$ cat config.mk
export PLATFORM = sky130hd
export DESIGN_NAME = hazard_ctrl
export DESIGN_NICKNAME = d
export VERILOG_FILES = /design/src/rtl/hazard_pkg.sv /design/src/rtl/mdu_seq.sv /design/src/rtl/hazard_ctrl.sv
export SDC_FILE = /design/constraint.sdc
export NUM_CORES = 1
export LEC_CHECK = 0
export BUFFER_PORTS_ARGS = -buffer_cell sky130_fd_sc_hd__buf_2
export CAP_MARGIN = 10
export CORE_MARGIN = 2
export CORE_UTILIZATION = 41
export CTS_BUF_LIST = sky130_fd_sc_hd__clkbuf_2 sky130_fd_sc_hd__clkbuf_4 sky130_fd_sc_hd__clkbuf_8
export DETAILED_ROUTE_END_ITERATION = 6
export PLACE_DENSITY_LB_ADDON = 0.15
export SETUP_SLACK_MARGIN = 0.4
export SYNTH_ARGS = -nofsm -noshare
export SYNTH_HDL_FRONTEND = slang
export SYNTH_SLANG_ARGS = --single-unit
$ cat constraint.sdc
create_clock -name clk -period 2.96 [get_ports clk]
set_input_delay 0.148 -clock clk [delete_from_list [all_inputs] [get_ports clk]]
set_output_delay 0.148 -clock clk [all_outputs]
set_load 0.02 [all_outputs]
$ cat src/rtl/hazard_pkg.sv
// Shared encodings and defaults for the pipeline hazard controller.
// Holds the MDU op classes, the MDU sequencer state enum and default latencies.
package hazard_pkg;

  localparam logic [1:0] MDU_NONE = 2'b00;
  localparam logic [1:0] MDU_MUL  = 2'b01;
  localparam logic [1:0] MDU_DIV  = 2'b10;
  localparam logic [1:0] MDU_HILO = 2'b11;

  localparam int DEF_MUL_LAT = 4;
  localparam int DEF_DIV_LAT = 32;

  typedef enum logic [1:0] {
    IDLE = 2'b00,
    RUN  = 2'b01,
    DONE = 2'b10
  } mdu_state_e;

endpackage

$ cat src/rtl/mdu_seq.sv
// Multiply/divide unit sequencer: start pulse, latency countdown and HI/LO write strobe.
// The first RUN cycle is recognised by the countdown still holding its loaded latency.
module mdu_seq
  import hazard_pkg::*;
#(
  parameter int MUL_LAT = DEF_MUL_LAT,
  parameter int DIV_LAT = DEF_DIV_LAT
) (
  input  logic clk,
  input  logic rst,
  input  logic i_issue,
  input  logic i_issue_div,
  output logic o_start,
  output logic o_is_div,
  output logic o_hilo_we,
  output logic o_busy
);

  localparam int CW = $clog2(DIV_LAT + 1);
  localparam logic [CW-1:0] MUL_CNT = CW'(MUL_LAT);
  localparam logic [CW-1:0] DIV_CNT = CW'(DIV_LAT);

  mdu_state_e    r_state;
  mdu_state_e    w_next_state;
  logic [CW-1:0] r_cnt;
  logic [CW-1:0] w_next_cnt;
  logic          r_is_div;
  logic          w_next_is_div;

  always_ff @(posedge clk) begin
    if (rst) begin
      r_state  <= IDLE;
      r_cnt    <= '0;
      r_is_div <= 1'b0;
    end else begin
      r_state  <= w_next_state;
      r_cnt    <= w_next_cnt;
      r_is_div <= w_next_is_div;
    end
  end

  always_comb begin
    w_next_state  = r_state;
    w_next_cnt    = r_cnt;
    w_next_is_div = r_is_div;
    o_start       = 1'b0;
    o_is_div      = 1'b0;
    o_hilo_we     = 1'b0;
    o_busy        = 1'b0;
    unique case (r_state)
      IDLE: begin
        if (i_issue) begin
          w_next_state  = RUN;
          w_next_cnt    = i_issue_div ? DIV_CNT : MUL_CNT;
          w_next_is_div = i_issue_div;
        end
      end
      RUN: begin
        o_busy     = 1'b1;
        o_start    = (r_cnt == (r_is_div ? DIV_CNT : MUL_CNT));
        o_is_div   = o_start & r_is_div;
        w_next_cnt = r_cnt - CW'(1);
        if (r_cnt == CW'(1)) begin
          w_next_state = DONE;
        end
      end
      DONE: begin
        o_busy       = 1'b1;
        o_hilo_we    = 1'b1;
        w_next_cnt   = '0;
        w_next_state = IDLE;
      end
      default: begin
        w_next_state = IDLE;
        w_next_cnt   = '0;
      end
    endcase
    // Outputs are forced quiet during reset, before the state register has settled.
    if (rst) begin
      o_start   = 1'b0;
      o_is_div  = 1'b0;
      o_hilo_we = 1'b0;
      o_busy    = 1'b0;
    end
  end

endmodule

$ cat src/rtl/hazard_ctrl.sv
// Pipeline hazard controller: load-use and MDU stalls, branch flushes and a stall counter.
// Priority is branch flush over stall over advance; the MDU sequencer is a sub-module.
module hazard_ctrl
  import hazard_pkg::*;
#(
  parameter int REG_AW  = 5,
  parameter int MUL_LAT = DEF_MUL_LAT,
  parameter int DIV_LAT = DEF_DIV_LAT,
  parameter int CNT_W   = 32
) (
  input  logic              clk,
  input  logic              rst,
  input  logic [REG_AW-1:0] id_rs,
  input  logic [REG_AW-1:0] id_rt,
  input  logic              id_uses_rs,
  input  logic              id_uses_rt,
  input  logic [1:0]        id_mdu_op,
  input  logic              ex_mem_read,
  input  logic [REG_AW-1:0] ex_rd,
  input  logic              ex_branch_taken,
  output logic              pc_en,
  output logic              ifid_en,
  output logic              ifid_clr,
  output logic              idex_clr,
  output logic              mdu_start,
  output logic              mdu_is_div,
  output logic              hilo_we,
  output logic              mdu_busy,
  output logic [CNT_W-1:0]  stall_cnt
);

  logic             w_lu;
  logic             w_mh;
  logic             w_stall;
  logic             w_issue;
  logic             w_busy;
  logic [CNT_W-1:0] r_stall_cnt;

  assign w_lu = ex_mem_read && (ex_rd != '0) &&
                ((id_uses_rs && (id_rs == ex_rd)) || (id_uses_rt && (id_rt == ex_rd)));
  assign w_mh    = (id_mdu_op != MDU_NONE) && w_busy;
  assign w_stall = (w_lu || w_mh) && !ex_branch_taken;
  assign w_issue = !rst && !ex_branch_taken && !w_stall &&
                   ((id_mdu_op == MDU_MUL) || (id_mdu_op == MDU_DIV));

  mdu_seq #(
    .MUL_LAT(MUL_LAT),
    .DIV_LAT(DIV_LAT)
  ) u_mdu_seq (
    .clk        (clk),
    .rst        (rst),
    .i_issue    (w_issue),
    .i_issue_div(id_mdu_op == MDU_DIV),
    .o_start    (mdu_start),
    .o_is_div   (mdu_is_div),
    .o_hilo_we  (hilo_we),
    .o_busy     (w_busy)
  );

  assign mdu_busy = w_busy;

  always_ff @(posedge clk) begin
    if (rst) begin
      r_stall_cnt <= '0;
    end else if (w_stall) begin
      r_stall_cnt <= r_stall_cnt + CNT_W'(1);
    end
  end

  assign stall_cnt = r_stall_cnt;

  always_comb begin
    pc_en    = 1'b1;
    ifid_en  = 1'b1;
    ifid_clr = 1'b0;
    idex_clr = 1'b0;
    if (rst) begin
      pc_en    = 1'b0;
      ifid_en  = 1'b0;
      ifid_clr = 1'b1;
      idex_clr = 1'b1;
    end else if (ex_branch_taken) begin
      ifid_clr = 1'b1;
      idex_clr = 1'b1;
    end else if (w_stall) begin
      pc_en    = 1'b0;
      ifid_en  = 1'b0;
      idex_clr = 1'b1;
    end
  end

endmodule

==> metrics.csv, run 1 <==
metric,value,unit
status,completed,
seqPwrFrac,0.481,
grt_max_degree,51,
dr.pass1.iters,4,
ant_nets,0,
num_vias,2314,
ys_seq_area_frac,0.333,
yosysWarnings,0,
finish.instance_area,2940,sq um
powerDensity,398,nW/um^2
numCtsBuffers,5,
synth_edf_count,0,
postSynthNetCount,332,
drcViolationCount,0,
swShare,0.246,
cp-end-kind,flop,
start_util,0.421,
clkSinkCount,41,
p_sw,288,uW
core_area,5850,sq um
clk_pin_slew,0.09,ns
cts_resized,0,
final.setup_skew,0.0110,ns
synthSimpleGateAreaFrac,0.328,
critPathArrivalTime,2.51,ns
synth_compound_area_frac,0.148,
rows,28,
vias_per_cell,5.34,
grt_pass1_vias,1909,
hold-worst-slack,0.166,ns
cp_max_fo,24,
path_buf_inv,2,
antenna_found_initial,0,
slew_headroom,0.663,
synth_top_flop_cell,dfxtp_1,
grt_pass1_wl,8710,um
synth_cell_type_count,45,
htreeDepth,2,
holdCritPathClass,in2reg,
yosysTopAreaCell,dfxtp_1,
synthToLayoutAreaGrowth,19.3,%
synth_top_area_frac,0.333,
drv_cap,0,
path_class,reg2reg,
wl_per_cell,12.9,um
crit_top_cell,nor2b_1,
rsz0062_at_grt,no,
synth_adder_area_share,0.0457,
netlist_instances,300,
power.share.combinational,0.105,
period_minus_slack,2.28,ns
clock_power_share,0.414,
async_flop_share,0,
synth_common_cells,"dfxtp_1, nand2_1, a21oi_1",
crit_path_top_delay_cell,or4_1,
cp_top_family,simple AND/OR/NAND/NOR gates,
clock-root-buffer,clkbuf_8,
p_int,882,uW
num_io_pins,63,
hpwl,4000,um
io_buffers,62,
cts_hold_buf,0,
dp_slack,0.673,ns
finalWorstSetupSlack,0.683,ns
synth_area_leaders,"dfxtp_1, nor2b_1, mux2_2, or4_1, a21oi_1",
dpl-instance-area,2820,sq um
final_nets,389,
die-area,6650,sq um
critPathMaxStageDelay,0.51,ns
utilization,0.503,
synth.most_common_cell,dfxtp_1,
synth_xor_area_frac,0.0426,
drt_wl_total,5600,um
synth_top_family_by_area,simple AND/OR/NAND/NOR gates,
avgSynthCellArea,8.22,sq um
overflow,0,
ys_ff_latch,41,
report.final.slew_viol_count,0,
crit_chain,"inv_1, ha_1, nor2b_1, nor2b_1, nor2b_1, a21oi_2, buf_4, or4_1, a21oi_1",
tritoncts,built,
tns,0,ns
vdd_drop_max,0.213,mV
critical_path_required,3.20,ns
die_height,81.5,um
max_slew.worst_pin.slew,0.505,ns
synthMuxAreaShare,0.0543,
post_cts_buffers,0,
grt_util_all_layers,0.167,
drive_gt1_frac,0.260,
die_w,81.5,um
setup_violations,0,
drt_iter0_drc,134,
p_leak,1.17,nW
period_share,0.769,
clock_path_buffers,2,
finalHoldViolCount,0,
worstSetupStartpointType,flop,
fmax,439,MHz
syn-cell-area,2460,sq um
clkLatencyLatePin,0.30,ns
num_antenna_cells,0,
gp_congestion,0.729,
-- flip-flops by register name, summed over array words and instances (netlist names) --
register / cells
u_mdu_seq.r_cnt: 6
u_mdu_seq.r_state: 2
u_mdu_seq.r_is_div: 1
stall_cnt: 32
-- layout by cell type, fill, tap and decap left out, drive strengths merged, types with 3 or more instances in the layout --
cell type and count:
nor2 20, o21ai 12, and3 5, nand3 8, nor2b 22, or3b 3
nand2b 4, dfxtp 41, nand4 10, a21oi 25, buf 66, nand2 25
or3 6, clkbuf 6, nor3 3, o31ai 12, mux2 11, or4 16
nor4 5, xnor2 11, ha 9, inv 11
-- final timing paths --
| check | from | endpoint | cells past startpoint | slack, ns |
|---|---|---|---|---|
| max | u_mdu_seq.r_state[0] | stall_cnt[11] | 9 | 0.68 |
| max reg2reg | u_mdu_seq.r_state[0] | stall_cnt[11] | 9 | 0.68 |
| min reg2reg | u_mdu_seq.r_cnt[1] | u_mdu_seq.r_cnt[1] | 2 | 0.47 |
| min | rst | stall_cnt[4] | 2 | 0.17 |
-- stage by stage --
step | instances | total power, mW
after floorplan | 300 | 0.660
final | 433 | 1.17
after global routing | 433 | 1.22
after detailed placement | 425 | 0.699
after global placement | 425 | 0.698
after CTS | 433 | 1.18
-- power by group through the flow --
stage | Sequential (mW) | Combinational (mW) | Clock, mW
CTS | 0.562 | 0.125 | 0.498
finish | 0.563 | 0.123 | 0.485
floorplan | 0.575 | 0.0851 | 0
global placement | 0.575 | 0.123 | 0
global route | 0.564 | 0.138 | 0.515
detailed placement | 0.575 | 0.124 | 0
-- routing by layer --
layer | vias up | wire [um] | global-route usage
li1 | 1202 | - | -
met1 | 1067 | 2690 | 0.225
met2 | 43 | 2640 | 0.266
met3 | 2 | 230 | 0.0330
met4 | 0 | 36 | 0.0559
met5 | - | 0 | 0
-- cell type report --
class / count / area, sq um
clock inverter: 2 / 37.5
multi-input combinational: 232 / 1530
tap: 75 / 93.8
sequential: 41 / 821
fill: 563 / 2910
timing repair buffer: 66 / 340
inverter: 11 / 41.3
clock buffer: 6 / 82.6
-- kinds of logic (layout without fill, tap and decap cells) --
family,Yosys count,after routing
and+or+nand+nor,141,141
muxes,12,12
adders and majority gates,9,9
buffers and inverters,27,85
DFF,41,41
AOI/OAI and AO/OA,58,58
xor gates and xnor gates,12,12
Power figures use the tool's default switching activity.
==> run 2, diff against run 1 <==
==> constraint.sdc (replaced) <==
create_clock -name clk -period 2 [get_ports clk]
set_input_delay 0.1 -clock clk [delete_from_list [all_inputs] [get_ports clk]]
set_output_delay 0.1 -clock clk [all_outputs]
set_load 0.02 [all_outputs]
==> run 2 against run 1 <==
  * The run now ends with negative setup slack left
  * Critical path depth is 2 higher
  * Power grew 59%
  * Sequential power rose by 47%
  * Critical path type unchanged
  * Critical endpoint unchanged
  * Highest routed layer unchanged
==> metrics.csv, run 2 (synthesized netlist as in run 1, its figures left out) <==
metric,value,unit,change
period_share,1.02,,+0.253
seqCellArea,856,sq um,+4.3%
r2r_cells,11,,+2
drt_iter0_drc,61,,-54%
status,finished with violations,,
critical_path_required,2.17,ns,-1.03 ns
gp_congestion,0.766,,+5.1%
numCtsBuffers,5,,unchanged
finalWorstSetupSlack,-0.0440,ns,-0.727 ns
worstSetupStartpointType,flop,,
die-area,6650,sq um,unchanged
crit_path_top_delay_cell,dfxtp_2,,
drt_wl_total,7160,um,+28%
min_delay_path_depth,3,,+1
cts_hold_buf,0,,unchanged
clkSinkCount,41,,unchanged
core_area,5850,sq um,unchanged
mostFrequentLayoutCell,buf_2,,
path_class,reg2reg,,
multi_input_area,2080,sq um,+36%
cp_max_fo,7,,-71%
dpl-instance-area,3130,sq um,+11%
rows,28,,unchanged
p_leak,1.67,nW,+43%
vias_per_cell,5.45,,+2.1%
cp-end-kind,flop,,
dr.pass1.iters,4,,unchanged
critPathMaxStageDelay,0.34,ns,-0.17 ns
fmax,489,MHz,+11%
period_minus_slack,2.04,ns,-0.233 ns
final_cell_mix,"buf_2, buf_4, dfxtp_1",,
grt_pass1_wl,11400,um,+30%
die_w,81.5,um,unchanged
tritoncts,built,,
path_buf_inv,4,,+2
cp_top_family,simple AND/OR/NAND/NOR gates,,
start_util,0.421,,unchanged
hold-worst-slack,0.269,ns,+0.103 ns
die_height,81.5,um,unchanged
rsz0062_at_grt,yes,,
violations,negative setup slack,,
powerDensity,469,nW/um^2,+18%
slew_headroom,0.679,,+0.0151
holdCritPathClass,in2reg,,
final.setup_skew,0.00276,ns,-0.00829 ns
hpwl,4350,um,+8.5%
synthToLayoutAreaGrowth,60.7,%,
dp_cells,450,,+5.9%
critPathArrivalTime,2.22,ns,-0.29 ns
clk_pin_slew,0.08,ns,about the same
grt_util_all_layers,0.218,,+0.0511
crit_chain,"inv_2, ha_4, nor2b_4, nor2b_4, nor2b_4, a21oi_4, buf_6, buf_16, buf_12, o31ai_4, a21oi_2",,
htreeDepth,2,,unchanged
wl_per_cell,15.1,um,+17%
antenna_found_initial,0,,unchanged
grt_max_degree,44,,-14%
overflow,0,,unchanged
report.final.slew_viol_count,0,,unchanged
drive_gt1_frac,0.530,,+0.270
drcViolationCount,0,,unchanged
clock_path_buffers,2,,unchanged
utilization,0.677,,+0.174
num_vias,2591,,+12%
clock-root-buffer,clkbuf_8,,
largest_reg_flops,32,,unchanged
ant_nets,0,,unchanged
grt_pass1_vias,2520,,+32%
final_nets,431,,+11%
setup_violations,5,,+5
drv_cap,0,,unchanged
max_slew.worst_pin.slew,0.482,ns,-0.0226 ns
crit_top_cell,nor2b_4,,
clkLatencyLatePin,0.30,ns,about the same
vdd_drop_max,0.326,mV,+53%
num_antenna_cells,0,,unchanged
fin_cells,475,,+9.7%
num_io_pins,63,,unchanged
finish.instance_area,3960,sq um,+35%
fillerInstances,462,,-18%
finalHoldViolCount,0,,unchanged
crit_cells,11,,+2
tns,-0.0686,ns,-0.0686 ns
io_buffers,62,,unchanged
[run 2: metal layers]
layer  vias up  part of all wire  global-route usage
li1       1292                 -                   -
met1      1229              0.43               0.257
met2        57              0.51               0.388
met5         -                 0                   0
met3        13             0.042              0.0407
met4         0             0.022              0.0864
[run 2: path summary, 6_finish.rpt]
check                        from                 end  slack (ns)
max reg2reg  u_mdu_seq.r_state[1]       stall_cnt[11]       -0.04
max          u_mdu_seq.r_state[1]       stall_cnt[11]       -0.04
min reg2reg    u_mdu_seq.r_cnt[1]  u_mdu_seq.r_cnt[1]        0.49
min                  id_mdu_op[1]  u_mdu_seq.r_is_div        0.27
[run 2: final cells by class]
type / instances / area share
Sequential cell: 41 / 0.216
Timing Repair Buffer: 106 / 0.195
Tap cell: 75 / 0.0237
Clock buffer: 7 / 0.0227
Clock inverter: 1 / 0.00758
Multi-Input combinational cell: 234 / 0.525
Inverter: 11 / 0.0104
[run 2: power breakdown]
group,total (mW),switching [mW],leakage [nW],internal [mW]
Combinational,0.307,0.156,1.27,0.151
Sequential,0.825,0.00908,0.340,0.816
Clock,0.724,0.303,0.0619,0.421
Total,1.86,0.468,1.67,1.39
[run 2: what timing repair did]
item                       4_1_cts  5_1_grt
gates cloned                     4        0
setup endpoints to repair       46       46
setup buffers                   11        2
resized for setup               60       45
pin swaps                       25       25
[run 2: worst min-delay path, stage by stage]
cell	delay, ns
buf_2	0.09
ha_1	0.19
mux2_4	0.16
[run 2: stage by stage]
stage          total power, mW  worst slack [ns]
3_3_place_gp              1.05           -0.0119
3_5_place_dp              1.06           -0.0636
4_1_cts                   1.85           -0.0212
6_report                  1.86           -0.0440
2_1_floorplan            0.987           -0.0111
5_1_grt                   1.93            -0.115
